===== config.mk =====
export PLATFORM = sky130hd
export DESIGN_NAME = bcd_to_dec_scan
export DESIGN_NICKNAME = d
export VERILOG_FILES = /design/src/rtl/bcd_to_dec_scan.sv
export SDC_FILE = /design/constraint.sdc
export NUM_CORES = 1
export LEC_CHECK = 0
export ABC_AREA = 1
export CORE_MARGIN = 10
export CORE_UTILIZATION = 40
export CTS_BUF_LIST = sky130_fd_sc_hd__clkbuf_16
export DETAILED_ROUTE_END_ITERATION = 16
export GPL_ROUTABILITY_DRIVEN = 0
export SLEW_MARGIN = 10
export SYNTH_ARGS = -nofsm -noshare
export SYNTH_HDL_FRONTEND = slang
export SYNTH_SLANG_ARGS = --single-unit
export TNS_END_PERCENT = 100

===== constraint.sdc =====
create_clock -name clk -period 1.6 [get_ports clk]
set_input_delay 0.32 -clock clk [delete_from_list [all_inputs] [get_ports clk]]
set_output_delay 0.32 -clock clk [all_outputs]
set_load 0.02 [all_outputs]

===== src/rtl/bcd_to_dec_scan.sv =====
// Time-multiplexed BCD to one-of-ten decoder for multi-digit displays.
// Words arrive through a valid/ready handshake into a pending buffer and are
// promoted to the display only at the frame boundary.
//
// state   | meaning
// S_BLANK | blanking gap before the current digit, all outputs low
// S_SHOW  | current digit selected and decoded onto dec/code_err
module bcd_to_dec_scan #(
    parameter int DIGITS = 4,
    parameter int DWELL  = 1000,
    parameter int BLANK  = 50
) (
    input  logic                clk,
    input  logic                rst,
    input  logic [4*DIGITS-1:0] bcd_in,
    input  logic                in_valid,
    output logic                in_ready,
    output logic [9:0]          dec,
    output logic [DIGITS-1:0]   digit_sel,
    output logic                code_err
);

    localparam int MAXC = (DWELL > BLANK) ? DWELL : BLANK;
    localparam int CW   = (MAXC > 1) ? $clog2(MAXC) : 1;
    localparam int IW   = (DIGITS > 1) ? $clog2(DIGITS) : 1;

    localparam logic [CW-1:0] DWELL_LAST = CW'(DWELL - 1);
    localparam logic [CW-1:0] BLANK_LAST = CW'(BLANK - 1);
    localparam logic [IW-1:0] IDX_LAST   = IW'(DIGITS - 1);

    typedef enum logic {
        S_BLANK,
        S_SHOW
    } state_t;

    state_t              state;
    state_t              nxt_state;
    logic [IW-1:0]       idx;
    logic [IW-1:0]       nxt_idx;
    logic [CW-1:0]       cnt;
    logic [CW-1:0]       nxt_cnt;
    logic                boundary;

    logic [3:0]          display [DIGITS];
    logic [4*DIGITS-1:0] pending;
    logic                pending_full;

    logic [3:0]          nxt_code;
    logic [9:0]          nxt_dec;
    logic                nxt_err;
    logic [DIGITS-1:0]   nxt_sel;

    assign in_ready = ~pending_full;

    always_comb begin
        nxt_state = state;
        nxt_idx   = idx;
        nxt_cnt   = cnt + 1'b1;
        boundary  = 1'b0;
        if (state == S_BLANK) begin
            if (cnt == BLANK_LAST) begin
                nxt_state = S_SHOW;
                nxt_cnt   = '0;
            end
        end else begin
            if (cnt == DWELL_LAST) begin
                nxt_state = S_BLANK;
                nxt_cnt   = '0;
                boundary  = (idx == IDX_LAST);
                nxt_idx   = boundary ? '0 : idx + 1'b1;
            end
        end
    end

    // Outputs are decoded from the next state so they line up with it once
    // registered. The display never changes on an edge that enters SHOW.
    always_comb begin
        nxt_code = display[nxt_idx];
        nxt_dec  = '0;
        nxt_err  = 1'b0;
        nxt_sel  = '0;
        if (nxt_state == S_SHOW) begin
            nxt_sel = DIGITS'(1) << nxt_idx;
            if (nxt_code <= 4'd9) begin
                nxt_dec = 10'(1) << nxt_code;
            end else if (nxt_code != 4'hF) begin
                nxt_err = 1'b1;
            end
        end
    end

    always_ff @(posedge clk) begin
        if (rst) begin
            state        <= S_BLANK;
            idx          <= '0;
            cnt          <= '0;
            pending      <= '0;
            pending_full <= 1'b0;
            for (int i = 0; i < DIGITS; i++) begin
                display[i] <= 4'hF;
            end
            dec          <= '0;
            digit_sel    <= '0;
            code_err     <= 1'b0;
        end else begin
            state     <= nxt_state;
            idx       <= nxt_idx;
            cnt       <= nxt_cnt;
            dec       <= nxt_dec;
            digit_sel <= nxt_sel;
            code_err  <= nxt_err;
            // Load and transfer are exclusive: a transfer needs pending empty.
            if (boundary && pending_full) begin
                for (int i = 0; i < DIGITS; i++) begin
                    display[i] <= pending[4*i +: 4];
                end
                pending_full <= 1'b0;
            end
            if (in_valid && !pending_full) begin
                pending      <= bcd_in;
                pending_full <= 1'b1;
            end
        end
    end

endmodule

## After elaboration in Yosys (flattened, before gate mapping)

Memories as Yosys holds them, arrays and structs flattened.
Cells that the tools add are included.

| cells by class | value |
|---|---|
| shifts and indexed selects | 2 |
| bitwise logic cells | 7 |
| multiplexer cells | 23 |
| reductions and logical operators | 7 |
| add/subtract/negate cells | 2 |
| order comparisons | 1 |
| eq/ne operators | 4 |

Operators with widths:

| kind | number |
|---|---|
| 10-bit 2-to-1 mux | 3 |
| 4-bit 2-to-1 mux | 4 |
| 1-bit 2-to-1 mux | 13 |
| 10-bit by 1-bit adder with 10-bit output, second input constant | 1 |
| 10-bit == test, second input constant | 1 |
| 10-bit by 6-bit == test with 1-bit output, second input constant | 1 |
| 1-bit by 4-bit << shifter with 10-bit output, first input constant | 1 |
| 2-bit 2-to-1 mux | 3 |
| 3-bit OR reduction | 2 |
| 4-bit less-or-equal comparator, second input constant | 1 |
| 4-bit inequality test, second input constant | 1 |
| 1-bit OR | 4 |
| 1-bit by 2-bit << shifter with 4-bit output, first input constant | 1 |
| 1-bit inverter | 3 |
| 2-bit by 1-bit adder with 2-bit output, second input constant | 1 |
| 2-bit == test, second input constant | 1 |
| 1-bit logical AND | 2 |
| 2-bit nonzero test | 1 |
| 2-bit OR reduction | 1 |
| 1-bit zero test | 1 |

| word-level totals | value |
|---|---|
| memory bits (writable) | 16 |
| bits in registers | 45 |
| output and inout port bits | 16 |
| word-level logic and storage cells | 55 |
| memories kept | 1 |

Memories:

| name | depth | width | rd ports | clocked after memory_dff | wr ports | RTL line | source |
|---|---|---|---|---|---|---|---|
| display | 4 | 4 | 1 | 0 | 4 | 44 | `logic [3:0] display [DIGITS];` |

## Longest topological paths before layout

Gate-level depths: netlist of the first run.

| logic depth | value |
|---|---|
| depth in word-level cells | 8 |
| depth in mapped cells | 14 |
| gate-level depth less buffers | 13 |

## Least setup slack after synthesis of the first run

No wires, ideal clock.

| timing | value |
|---|---|
| path type | reg-to-reg |
| start point | reg cnt[0] |
| end point | reg code_err |
| data arrival time | 1613 ps |
| path buffers | 1 |
| slack | -125 ps |
| stages on the path, launching flop included | 14 |
| data required time | 1488 ps |
| setup time | 112 ps |
| clock period less this slack | 1725 ps |
| cell sequence | dfxtp_1 ha_1 nand2_2 nor2_2 nand3_4 nand2_4 nand2_2 buf_6 nand2_1 nand3_1 nand2_2 nand2_1 nor2_1 nor2_1 |

| on the way | value |
|---|---|
| word-level cells in the longest chain between the ends | 6 |
| elaborated cells between the ends (all ways) | 13 |

Ends and longest elaborated chain:

| element | RTL line | source |
|---|---|---|
| from (decl) | 40 | `logic [CW-1:0] cnt;` |
| from (signal assigned) | 108 | `cnt <= nxt_cnt;` |
| 10-bit == test | 66 | `if (cnt == DWELL_LAST) begin` |
| 2-bit 2-to-1 mux | 66 |  |
| 2-bit 2-to-1 mux | 60 | `if (state == S_BLANK) begin` |
| memory 4 x 4 bit | - |  |
| 4-bit less-or-equal comparator or 4-bit inequality test (tied branches) | 84, 86 |  |
| 3-bit OR reduction (no line) or 1-bit 2-to-1 mux (tied branches) | - |  |
| to (signal assigned) | 111 | `code_err <= nxt_err;` |
| to (decl) | 20 | `output logic code_err` |

Parallel ways exist; a longest one is shown, timed or not.
A chain may end at the register's enable or synchronous reset.

## Worst setup path in the final report of the first run

| timing | value |
|---|---|
| start point | reg cnt[1] |
| end point | reg code_err |

Same word-level chain as after synthesis.

==> results of run 1 <==
[power by group]
part	internal, mW	switching [mW]
Sequential	1.62	0.0150
Combinational	0.0993	0.0856
Clock	1.18	0.636
[routing by layer]
layer | track usage | vias to the layer above
met2 | 0.185 | 58
met4 | 0.0717 | 0
met1 | 0.133 | 994
li1 | - | 1172
met5 | 0 | -
met3 | 0.0418 | 10
[stage by stage]
stage                     power, mW  TNS (ns)  utilization
after CTS                      3.67    -0.784        0.601
final                          3.64     -2.05        0.650
after global routing           3.77     -6.15        0.650
after global placement         1.85     -1.20        0.538
after detailed placement       1.85     -1.84        0.538
after floorplan                1.75         0            -
[registers in the layout (all words and copies together) (netlist names)]
register	flops
cnt	10
code_err	1
dec	10
digit_sel	4
display	16
idx	2
pending	16
pending_full	1
state	1
[critical path: cells and delay by family (launching register included)]
| kind | cells | cell delay (ns) |
|---|---|---|
| AND/OR/NAND/NOR | 11 | 1.01 |
| adder cells (fa/ha/maj) | 1 | 0.16 |
| flip-flops | 1 | 0.35 |
| buffers and inverters | 1 | 0.14 |
[final timing paths]
| check | endpoint | cells past startpoint | start | slack, ns |
|---|---|---|---|---|
| setup / recovery | code_err$_SDFF_PP0_ | 13 | cnt[1]$_SDFF_PP0_ | -0.17 |
| hold / removal | pending[3]$_SDFFE_PP0P_ | 2 | pending[3]$_SDFFE_PP0P_ | 0.45 |
| setup reg to reg | code_err$_SDFF_PP0_ | 13 | cnt[1]$_SDFF_PP0_ | -0.17 |
| hold reg to reg | pending[3]$_SDFFE_PP0P_ | 2 | pending[3]$_SDFFE_PP0P_ | 0.45 |
[cell usage in the layout (no fill, tap or decap), types with 10 or more instances in the layout]
cell,n
a21oi_1,20
buf_4,41
clkbuf_16,10
clkdlybuf4s50_1,33
dfxtp_1,38
edfxtp_1,16
inv_1,42
nand2_1,40
nand2_2,14
nand3_2,18
nor2_1,22
nor2_2,10
o21ai_0,17
[final cells by class]
cell class	instances	area, um^2	area share
Tap cell	77	96.3	0.0235
Multi-Input combinational cell	193	1350	0.328
Sequential cell	61	1390	0.339
Inverter	46	175	0.0427
Clock buffer	9	225	0.0549
Timing Repair Buffer	85	812	0.198
Clock inverter	7	58.8	0.0143
[cells by family after synthesis]
| kind of cell | Yosys count | synth area share |
|---|---|---|
| simple gates | 146 | 0.279 |
| xor+xnor | 2 | 0.00674 |
| flops | 61 | 0.532 |
| buf+inv | 52 | 0.0785 |
| fa+ha+maj | 3 | 0.0145 |
| compound gates | 42 | 0.0891 |
[timing repair]
item	CTS	global route
gates resized for setup	24	59
buffers inserted	1	10
endpoints found under the setup margin	48	57
gates cloned	0	1
pin swaps	11	32
==> results.cfg, run 1 <==
[status]
status = finished, violations left
violations = setup timing

[global_route]
grt_pass1_vias = 2259
grt_max_degree = 33
antenna_found_initial = 0
grtUsageTotal = 0.118
grt.overflow.total = 0
grt_pass1_wl_um = 9640

[worst_hold_path]
holdCritPathClass = reg2reg

[synth]
synth.avg_cell_area_um2 = 8.49
synth_nets = 328
syn_inst = 306
synthArstFlopShare = 0
synth.yosys.seq_area_share = 0.532
synth_top_cell_by_area = dfxtp_1
syn-cell-area_mm2 = 0.00260
synth.distinct_cells = 30
ys_seq_elements = 61
ys_top_cells_by_area = dfxtp_1 35%, edfxtp_1 18%, nand2_1 7.8%, inv_1 6.1%, nor2_1 4.9%
synth.top_cells.by_count = 54 x nand2_1, 45 x dfxtp_1, 42 x inv_1, 34 x nor2_1, 24 x nand3_1
synth_top_area_frac = 0.347
synth-edff-count = 16
synth_flop_cell = dfxtp_1
ys_warn_count = 0
yosysMostFrequentCell = nand2_1

[sta]
fmax_mhz = 564
tightest_slew_ns = 0.320
finalSetupViolCount = 27
slew_violations = 0
whs_ns = 0.448
worst_slack_ns = -0.173
finalClockSkew_ns = 0.00680
hold_viol = 0
rsz0062_at_grt = yes
timing.final.crit_share = 1.11
slew_headroom = 0.786
fin_crit_ns = 1.77

[floorplanning]
core_mm2 = 0.00631
rows = 29
dieWidth_um = 101
io_pins = 35
die-area_mm2 = 0.0101
die_h_um = 101
start_util = 0.411

[final_layout]
n_fill_cell = 534
fin_area_mm2 = 0.00411
drive_gt1_frac = 0.379
fin_nets = 418
area_growth_syn_to_layout_pct = 58.0
fin_cells = 478
n_antenna_cell = 0

[worst_setup_path]
required_ns = 1.82
cpMostUsedCell = nand2_4
critPathMaxFanout = 6
worst-setup-path-type = reg2reg
max_stage_delay_ns = 0.35
critPathCaptureType = register
path_cells = ha_4 -> nand2_4 -> nor2_4 -> nand3_4 -> nand2_4 -> nand2_8 -> buf_6 -> nand2_2 -> nand3_2 -> nand2_2 -> nand2_4 -> nor2_4 -> nor2_1
cp-start-kind = register
slowest_stage = dfxtp_2
crit_arrival_ns = 1.99

[placement]
dpl_cell_area_mm2 = 0.00340
dp_cells = 451
pre_cts_slack_ns = -0.127
place_hpwl_um = 4040
portBuffers = 34

[job]
cap_violations = 0

[route]
drt-met1-wl_um = 2520
drc = 0
avgRoutedWirePerCell_um = 12.4
ant_nets = 0
totalWireLength_um = 5920
route.met2.wl_um = 2940
top_layer = met4
num_vias = 2234
dr.pass1.iters = 4
wl_met3_um = 366
via_per_inst = 4.67
drtIter0Drc = 77

[power]
cellPowerDensity_mw_per_mm2 = 886
ir_drop_uv = 683
power.leakage_nw = 1.64

[clock_network]
cts_buffers = 9
root_buffer = clkbuf_16
path_clk_slew_ns = 0.05
htree_levels = 3
hold_buffers = 0
cts_num_sinks = 61
cts_buffer_depth = 2
cts_tree = yes
clkLatencyLatePin_ns = 0.33
Power figures use the tool's default switching activity.
==> inputs of run 2 (changes only) <==
--- a/config.mk
+++ b/config.mk
@@ -6,11 +6,12 @@
 export NUM_CORES = 1
 export LEC_CHECK = 0
 export ABC_AREA = 1
-export CORE_MARGIN = 10
-export CORE_UTILIZATION = 40
+export CORE_UTILIZATION = 49
 export CTS_BUF_LIST = sky130_fd_sc_hd__clkbuf_16
+export CTS_CLUSTER_DIAMETER = 150
 export DETAILED_ROUTE_END_ITERATION = 16
 export GPL_ROUTABILITY_DRIVEN = 0
+export PLACE_DENSITY = 0.75
 export SLEW_MARGIN = 10
 export SYNTH_ARGS = -nofsm -noshare
 export SYNTH_HDL_FRONTEND = slang
==> run 2 against run 1 <==
  * The run still ends with setup timing left
  * Worst setup slack better by 0.033 ns
  * Non-clock buffer count is 10 lower
  * Register-to-register slack gained 0.03 ns
  * Critical path type unchanged
  * Largest cell class unchanged
==> results.cfg, run 2 (same netlist as run 1, synthesis figures left out) <==
[route]
ant_nets = 0
drtIter0Drc = 88
via_per_inst = 4.76
dr.pass1.iters = 4
avgRoutedWirePerCell_um = 11.6
totalWireLength_um = 5350
drc = 0
num_vias = 2205

[sta]
hold_viol = 0
fin_crit_ns = 1.74
timing.final.crit_share = 1.09
rsz0062_at_grt = yes
finalSetupViolCount = 43
tightest_slew_ns = 0.261
slew_violations = 0
fmax_mhz = 575
worst_slack_ns = -0.140
slew_headroom = 0.825
finalClockSkew_ns = 0.00474

[clock_network]
cts_buffer_depth = 2
htree_levels = 3
cts_buffers = 9
cts_tree = yes
root_buffer = clkbuf_16
clkLatencyLatePin_ns = 0.32
path_clk_slew_ns = 0.05
cts_num_sinks = 61

[global_route]
grt.overflow.total = 0
antenna_found_initial = 0
grt_pass1_vias = 2135
grtUsageTotal = 0.219
grt_pass1_wl_um = 9000
grt_max_degree = 33

[job]
cap_violations = 0

[worst_setup_path]
critPathMaxFanout = 6
crit_arrival_ns = 2.00
worst-setup-path-type = reg2reg
cp-start-kind = register
required_ns = 1.86
worst-r2r-setup-slack_ns = -0.14
critPathCaptureType = register

[final_layout]
multiInputGateArea_mm2 = 0.00117
drive_gt1_frac = 0.293
fin_area_mm2 = 0.00380
regArea_mm2 = 0.00139
n_fill_cell = 366
fin_nets = 410
final_cell_mix = 45 x nand2_1, 42 x dfxtp_1, 41 x inv_1, 38 x buf_4, 33 x clkdlybuf4s50_1
area_growth_syn_to_layout_pct = 46.1
layout_commonest_cell = nand2_1
n_antenna_cell = 0
reg_top3 = display x16, pending x16

[placement]
place_hpwl_um = 3540
dpl_cell_area_mm2 = 0.00336
portBuffers = 34

[status]
violations = setup timing
status = finished, violations left

[power]
finalPower_mw = 3.67
power.leakage_nw = 1.52
ir_drop_uv = 656
cellPowerDensity_mw_per_mm2 = 968

[floorplanning]
die-area_mm2 = 0.00560
die_h_um = 74.8
start_util = 0.509
core_mm2 = 0.00511
io_pins = 35
dieWidth_um = 74.8
rows = 26

[worst_hold_path]
holdCritPathClass = reg2reg
[run 2: cell types whose count changed in the layout (fill, tap and decap cells not counted), sizes merged]
| cell | delta |
|---|---|
| nand3 | +1 |
| buf | -9 |
| clkinv | +2 |
| nand2 | +1 |
| clkbuf | -1 |
| inv | -2 |
[run 2: path summary, 6_finish.rpt]
path,cells past startpoint,from,to
worst max-delay path,11,cnt[1]$_SDFF_PP0_,dec[7]$_SDFF_PP0_
worst min-delay path,2,pending[15]$_SDFFE_PP0P_,pending[15]$_SDFFE_PP0P_
worst max register to register,11,cnt[1]$_SDFF_PP0_,dec[7]$_SDFF_PP0_
worst min register to register,2,pending[15]$_SDFFE_PP0P_,pending[15]$_SDFFE_PP0P_
[run 2: per-stage QoR]
stage                     hold WS (ns)  setup TNS (ns)   util  cells  setup slack (ns)
after floorplan                  0.392               0      -    306           0.00158
after global placement           0.438           -1.18  0.658    442           -0.0852
after detailed placement         0.442           -1.87  0.658    442            -0.134
after CTS                        0.450          -0.516  0.733    462           -0.0677
after global routing             0.474           -7.05  0.743    463            -0.244
final                            0.450           -3.68  0.743    463            -0.140
[run 2: critical path, cell delays in order (launching register included)]
cell,delay (ns)
dfxtp_2,0.34
ha_4,0.15
nand2_4,0.08
inv_2,0.08
nand2_2,0.06
nor2_4,0.14
nand3_4,0.16
nand3_2,0.12
nand3_1,0.16
nand2_4,0.14
nand4_2,0.12
nor2_1,0.11
[run 2: what timing repair did]
item,CTS,global route
setup buffers,2,1
hold buffers,0,0
endpoints found under the setup margin,26,48
endpoints found under the hold margin,0,0
cloned,2,0
gates resized for setup,13,15
pin swaps,9,1
[run 2: cell type report]
type,instances,area share
inverter,46,0.0455
clock buffer,9,0.0593
tap,70,0.0231
sequential,61,0.365
timing repair buffer,75,0.180
clock inverter,7,0.0175
multi-input combinational,195,0.309
[run 2: power breakdown]
part           switching, mW  total [mW]  internal, mW
clock                  0.658        1.85          1.19
combinational         0.0867       0.186        0.0992
sequential            0.0153        1.64          1.62
total                  0.760        3.67          2.91
[run 2: routing by layer]
metal | track usage | vias to the layer above | routed length [um] | share of wire
met2 | 0.385 | 61 | 2690 | 0.50
met1 | 0.239 | 977 | 2280 | 0.43
met3 | 0.0776 | 16 | 245 | 0.046
met4 | 0.0881 | 0 | 133 | 0.025
li1 | - | 1151 | - | -
met5 | 0 | - | 0 | 0
